**config.mk**
```make
export PLATFORM = sky130hd
export DESIGN_NAME = sw_debounce_sync
export DESIGN_NICKNAME = d
export VERILOG_FILES = /design/src/rtl/sw_debounce_sync.sv
export SDC_FILE = /design/constraint.sdc
export NUM_CORES = 1
export LEC_CHECK = 0
export ABC_AREA = 1
export BUFFER_PORTS_ARGS = -buffer_cell sky130_fd_sc_hd__buf_2
export CORE_MARGIN = 1.5
export CORE_UTILIZATION = 60
export DETAILED_ROUTE_END_ITERATION = 7
export GPL_TIMING_DRIVEN = 0
export PLACE_DENSITY = 0.76
export SLEW_MARGIN = 0
export SYNTH_ARGS = -nofsm -noshare
export SYNTH_HDL_FRONTEND = slang
export SYNTH_SLANG_ARGS = --single-unit
```
**constraint.sdc**
```tcl
create_clock -name CLOCK_50 -period 4 [get_ports CLOCK_50]
set_input_delay 0.4 -clock CLOCK_50 [delete_from_list [all_inputs] [get_ports CLOCK_50]]
set_output_delay 0.4 -clock CLOCK_50 [all_outputs]
set_load 0.05 [all_outputs]
```
**src/rtl/sw_debounce_sync.sv**
```systemverilog
// sw_debounce_sync: slide-switch conditioning for the CLOCK_50 domain.
// Each raw switch bit passes through a two-flop synchronizer. It then goes
// through an independent stability counter before the clean level changes.
// Rise, fall and any-change pulses are registered on the same edge as the
// clean update.
// Optional build macro: SW_DEBOUNCE_SIM_FAST_EN. When it is defined, the
// stability threshold is forced to 4 cycles so simulations run quickly.
module sw_debounce_sync #(
  parameter int WIDTH   = 10,
  parameter int CNT_MAX = 500000,
  parameter int CNT_W   = 19
) (
  input  logic             CLOCK_50,
  input  logic             RESET_N,
  input  logic [WIDTH-1:0] SW_RAW,
  output logic [WIDTH-1:0] SW_CLEAN,
  output logic [WIDTH-1:0] SW_RISE,
  output logic [WIDTH-1:0] SW_FALL,
  output logic             SW_CHANGED,
  output logic             BUSY
);

`ifdef SW_DEBOUNCE_SIM_FAST_EN
  localparam int TH = 4;
`else
  localparam int TH = CNT_MAX;
`endif

  // Terminal count: the clean value flips when the counter has already
  // seen TH-1 differing samples and the current sample still differs.
  localparam logic [CNT_W-1:0] TH_M1 = CNT_W'(TH - 1);

  // A counter that could reach 2^CNT_W would wrap; reject such builds.
  if (CNT_MAX < 1 || longint'(CNT_MAX) > ((longint'(1) << CNT_W) - 1)) begin : g_bad_cnt_max
    $error("sw_debounce_sync: CNT_MAX=%0d outside 1..2^CNT_W-1 (CNT_W=%0d)", CNT_MAX, CNT_W);
  end

  logic [WIDTH-1:0]            sync1_q, sync1_d;
  logic [WIDTH-1:0]            sync2_q, sync2_d;
  logic [WIDTH-1:0]            clean_q, clean_d;
  logic [WIDTH-1:0][CNT_W-1:0] cnt_q, cnt_d;
  logic [WIDTH-1:0]            rise_q, rise_d;
  logic [WIDTH-1:0]            fall_q, fall_d;
  logic                        changed_q, changed_d;
  logic                        busy_q, busy_d;

  // Next-state: synchronizer shift, per-bit stability count, edge pulses, busy.
  always_comb begin
    sync1_d = SW_RAW;
    sync2_d = sync1_q;
    clean_d = clean_q;
    cnt_d   = cnt_q;
    busy_d  = 1'b0;
    for (int i = 0; i < WIDTH; i++) begin
      if (sync2_q[i] == clean_q[i]) begin
        // Any return to the clean level discards the partial count.
        cnt_d[i] = '0;
      end else if (cnt_q[i] == TH_M1) begin
        clean_d[i] = sync2_q[i];
        cnt_d[i]   = '0;
      end else begin
        cnt_d[i] = cnt_q[i] + CNT_W'(1);
      end
      // Busy reflects counters as they stand before this edge.
      if (cnt_q[i] != '0) begin
        busy_d = 1'b1;
      end
    end
    rise_d    = clean_d & ~clean_q;
    fall_d    = ~clean_d & clean_q;
    changed_d = |(rise_d | fall_d);
  end

  // State registers with asynchronous active-low clear.
  always_ff @(posedge CLOCK_50 or negedge RESET_N) begin
    if (!RESET_N) begin
      sync1_q   <= '0;
      sync2_q   <= '0;
      clean_q   <= '0;
      cnt_q     <= '0;
      rise_q    <= '0;
      fall_q    <= '0;
      changed_q <= 1'b0;
      busy_q    <= 1'b0;
    end else begin
      sync1_q   <= sync1_d;
      sync2_q   <= sync2_d;
      clean_q   <= clean_d;
      cnt_q     <= cnt_d;
      rise_q    <= rise_d;
      fall_q    <= fall_d;
      changed_q <= changed_d;
      busy_q    <= busy_d;
    end
  end

  assign SW_CLEAN   = clean_q;
  assign SW_RISE    = rise_q;
  assign SW_FALL    = fall_q;
  assign SW_CHANGED = changed_q;
  assign BUSY       = busy_q;

endmodule

```
=== Yosys cells after proc, flatten, opt, wreduce, memory -nomap -nowiden ===
Index checks and enable logic that the tools add are counted.

* Bits in registers: 242
* Input port bits: 12
* Output and inout port bits: 32
* Logic and storage cells: 113

* Add/subtract/negate cells: 10
* Equal/unequal tests: 20
* Muxes and demuxes: 50
* Bitwise gates (word level): 5
* Reductions and logical operators: 11

{| class="wikitable"
|+ Operators with widths
! cell !! number
|-
| $mux 19 || 20
|-
| $add 19x1->19 const B || 10
|-
| $eq 19x19->1 const B || 10
|-
| $reduce_bool 19->1 || 10
|-
| $mux 1 || 30
|-
| $and 10x10->10 || 2
|-
| $not 10->10 || 2
|-
| $eq 1x1->1 || 10
|-
| $or 10x10->10 || 1
|-
| $reduce_or 10->1 || 1
|}

=== Logic depth before layout (Yosys ltp) ===
* Word-level depth: 11
* Mapped depth: 12

=== Worst setup path before layout ===
No wires, ideal clock.

* Kind: register -> register
* From: register cnt_q[76] (netlist name)
* To: register changed_q (netlist: SW_CHANGED)
* Setup time: 0.131 ns
* Arrival time: 1.863 ns
* Required time: 3.869 ns
* Slack: 2.006 ns
* Cell stages (with the launch flop): 12
* Clock period less this slack: 1.994 ns
* Cells stage by stage: dfrtp_1 -> ha_1 -> nand2_1 -> nor2_1 -> inv_1 -> nor2_1 -> nand3_1 -> o21ai_1 -> inv_1 -> ha_1 -> nand4_1 -> or3_1

* Longest elaborated chain between the ends: 7
* Elaborated cells on any way between the ends: 8

{| class="wikitable"
|+ Ends and longest elaborated chain
! what !! line !! source
|-
| from (decl) || 41 || <nowiki>logic [WIDTH-1:0][CNT_W-1:0] cnt_q, cnt_d;</nowiki>
|-
| from (signal assigned) || 89 || <nowiki>cnt_q <= cnt_d;</nowiki>
|-
| $eq 19x19->1 * || 58 || <nowiki>end else if (cnt_q[i] == TH_M1) begin</nowiki>
|-
| $mux 1 * || 58 ||
|-
| $mux 1 * || 55 || <nowiki>if (sync2_q[i] == clean_q[i]) begin</nowiki>
|-
| named net clean_d[4] || 40 || <nowiki>logic [WIDTH-1:0] clean_q, clean_d;</nowiki>
|-
| $not 10->10 || 70 || <nowiki>fall_d = ~clean_d & clean_q;</nowiki>
|-
| $and 10x10->10 || 70 ||
|-
| $or 10x10->10 * || 71 || <nowiki>changed_d = |(rise_d | fall_d);</nowiki>
|-
| $reduce_or 10->1 * || 71 ||
|-
| named net changed_d || 44 || <nowiki>logic changed_q, changed_d;</nowiki>
|-
| to (signal assigned) || 92 || <nowiki>changed_q <= changed_d;</nowiki>
|-
| to (decl) || 44 ||
|}

Mark *: on every way through the listed nets, which the timed path passes. The rest lies on a longest branch.

=== Worst setup path after layout ===
* From: register cnt_q[58] (netlist name)
* To: register changed_q (netlist: SW_CHANGED)

The elaborated chain is that of the path after synthesis.

==> key figures <==
Clock network
  • CTS tree: done
  • Inserted Clock Buffers: 26
  • Clk_lat worst skew: roughly 0.53 ns
  • Clock-pin slew on the worst setup and hold paths: 0.06 ns
  • Sink Count: between 200 and 250
  • Setup bufs post-CTS: 0
  • Clk root buf: clkbuf_16
  • Max clock buf depth: 3
  • H-tree depth: 1

Floorplan
  • Die height: about 150 µm
  • Die area: between 20,000 and 25,000 µm²
  • I/O pin count: 44
  • Initial Util: between 60% and 70%
  • Core ar.: approximately 21,000 µm²
  • Site Rows: 53
  • Die width: approximately 150 µm

Synth
  • Avg Cell Area, Syn: ~7.6 µm²
  • Synth Flop Type: dfrtp_1
  • Share of the synthesized area in the top cell type: between 40% and 50%
  • Post-Syn Instances: about 1,700
  • Syn nets: about 1,800
  • Most common cell in the synthesized netlist: nor2_1
  • Synth Warn #: 0
  • Async set or reset register ratio after synthesis: 100%
  • Unique masters post-synth: 36
  • Synth top cells by count: nor2_1 (434), nand2_1 (360), dfrtp_1 (242), inv_1 (218), nand3_1 (106)
  • Register area share after synthesis: a little under half
  • Post-synth EDFFs: 0
  • Post-synth design cell area: roughly 13,000 µm²
  • Area contributors post-synth: dfrtp_1 (46%), nor2_1 (12%), nand2_1 (10%)
  • #FFs+latches synth: 242
  • Biggest area consumer among synthesized cells: dfrtp_1

Timing
  • Least-Margin Pin Slew: between 0.6 and 0.7 ns
  • Final Hold Viols: 0
  • Fmax: around 410 MHz
  • Worst Skew: just over 0.01 ns
  • Tmin final: around 2.4 ns
  • Slew HR: 57.6%
  • RSZ-0062 raised after global routing: no
  • Endpoints failing setup: 0
  • Tcrit/Tclk final: 60.9%
  • Max Slew Vio Count: 0

Min path
  • Hold path cells: 0
  • WHS Endpoint: sync2_q[9]
  • Critical hold path startpoint: sync1_q[9]
  • Hold/Removal Path Class: reg2reg

Outcome
  • Outcome: complete, no violations

Global route
  • GR Overflow Total: 0
  • Largest net degree at the start of global routing: around 100
  • First-pass GRT wire length: 49.3 mm
  • Vias in the first global route: 10,700
  • Total track usage: 26.6%
  • Initial antenna violation count: 0

Setup path
  • Maximum fanout along the worst path: 4
  • CP Data Arrival Time: roughly 2.8 ns
  • Critical Path, Cell by Cell: ha_1, nand3_1, nor2_1, nand3_1, o21ai_0, inv_1, ha_1, nand2_1, or3_1
  • CP Capture Type: register
  • RR Endpoint: SW_CHANGED
  • Worst setup SP type: register
  • CP Data Required Time: around 4.4 ns
  • Cell depth of the worst flop-to-flop path: 9
  • Reg2Reg Setup Slack: 1.56 ns
  • Worst Setup Path Type: reg2reg
  • CP max-delay cell: or3_1
  • Critical R2R Launch: cnt_q[58]
  • Worst path max stage delay: 0.42 ns

Drt
  • Initial DRC count: 690
  • DR vias/cell: about 5.2
  • First drt pass iteration count: 5
  • Total length of routed wires: 28.7 mm
  • Via Count: between 10,000 and 15,000
  • DRC: 0
  • WL per Instance: approximately 14 µm
  • ANT nets after route: 0

Final layout
  • P&R area growth vs syn: 12.0%
  • Post-layout util: 69.3%
  • Share of layout cells above drive strength 1: about 8.3%
  • Final Non-Filler Cells: 2,108
  • Inserted Diodes: 0
  • Fin nets: 1,866

Pwr
  • Maximum VDD drop: approximately 0.41 mV
  • Clk pwr share: around 46%
  • Switch share: roughly 22%
  • Power Density: between 300 and 400 nW/µm²
  • Pleak: 0.00698 µW
  • Sequential power share: around half
  • Combinational fraction of design power: about 4.2%
  • Pint: 3940 µW
  • Psw: around 1100 µW

Place
  • Detailed Place HPWL: 20.8 mm
  • Inst Count DP: between 2,000 and 2,500
  • Port Buffers: 43
  • Placer congestion estimate: just over 0.9

Flow run
  • Total of max-cap violations: 0
## per-layer routing
metal / global-route usage, % / wire length (µm)
met3: 2.80 / 1100
met1: 36.5 / 13500
met4: 7.67 / 626
met5: 0 / 0
met2: 45.0 / 13500
## worst max path at each step
stage	slack [ns]	depth (start not counted)	from	end
2_1_floorplan	2.01	11	cnt_q[76]	SW_CHANGED
3_3_place_gp	-1.74	1	RESET_N	sync1_q[4]
3_5_place_dp	1.55	8	cnt_q[114]	SW_CHANGED
4_1_cts	1.52	8	cnt_q[114]	SW_CHANGED
5_1_grt	1.34	9	cnt_q[57]	SW_CHANGED
6_report	1.56	9	cnt_q[58]	SW_CHANGED
## layout make-up
cell class | count | area (µm²)
buffer | 9 | 55.1
fill | 1798 | 6510
inverter | 224 | 841
multi-input combinational | 1255 | 6180
clock buffer | 39 | 771
tap | 275 | 344
sequential | 242 | 6060
timing repair buffer | 56 | 390
clock inverter | 8 | 70.1
## cells by family (layout without fill, tap and decap cells)
kind of cell,Yosys count,after routing,synth area share [%]
DFF,242,242,46.1
and+or+nand+nor,1066,1066,34.8
buffers and inverters,233,336,6.82
adders and majority gates,40,40,3.81
AOI/OAI and AO/OA,64,64,2.79
xor gates and xnor gates,85,85,5.72
## worst max-delay path, delay by kind of cell, from the launching register on
family	cells	cell delay, ns
and+or+nand+nor	5	0.97
adders and majority gates	2	0.55
DFF	1	0.39
AOI/OAI and AO/OA	1	0.28
buffers and inverters	1	0.10
## power groups by stage
stage	logic [µW]	registers [µW]	clock network (µW)
floorplan	109	2550	0
global placement	196	2550	0
detailed placement	208	2560	0
CTS	220	2510	2400
global route	253	2520	2510
finish	213	2510	2360
## sequential cells by signal (all words and copies together), names as in the netlist
register,count
SW_CLEAN,10
SW_RISE,10
BUSY,1
sync2_q,10
SW_FALL,10
cnt_q,190
sync1_q,10
SW_CHANGED,1
## metrics by stage
stage                     cell area [µm²]  setup slack (ns)  hold WS [ns]  setup TNS (ns)  total power [µW]
after floorplan                     13100              2.01         0.104               0              2660
after global placement              13700             -1.74         0.334         -417.34              2750
after detailed placement            13800              1.55         0.336               0              2760
after CTS                           14700              1.52         0.349               0              5130
after global routing                14700              1.34         0.355               0              5280
final                               14700              1.56         0.347               0              5080
## placed cells by master (no fill, tap or decap), types with 3 or more instances in the layout
master           n
o21bai_1         5
xor2_1          70
clkbuf_8         5
o21ai_2          3
nor3b_1         18
clkinv_2         5
nor2_1         434
xnor2_1         14
buf_2           47
nand2_1        360
inv_1          218
dfrtp_1        242
nor3_1          52
ha_1            40
o21ai_0         18
inv_2            4
a21oi_1         26
nand4_1         38
clkbuf_16       27
nor2_4           8
nand2_2         15
clkbuf_1         8
nand3b_1         7
nor2_2          24
nand3_1        106
dlygate4sd3_1   11
## repair_timing
item / CTS / global route
gates resized for setup: 0 / 0
setup endpoints to repair: 0 / 0
hold buffers: 11 / 0
hold endpoints to repair: 73 / 0
(Power assumes the default switching activity.)
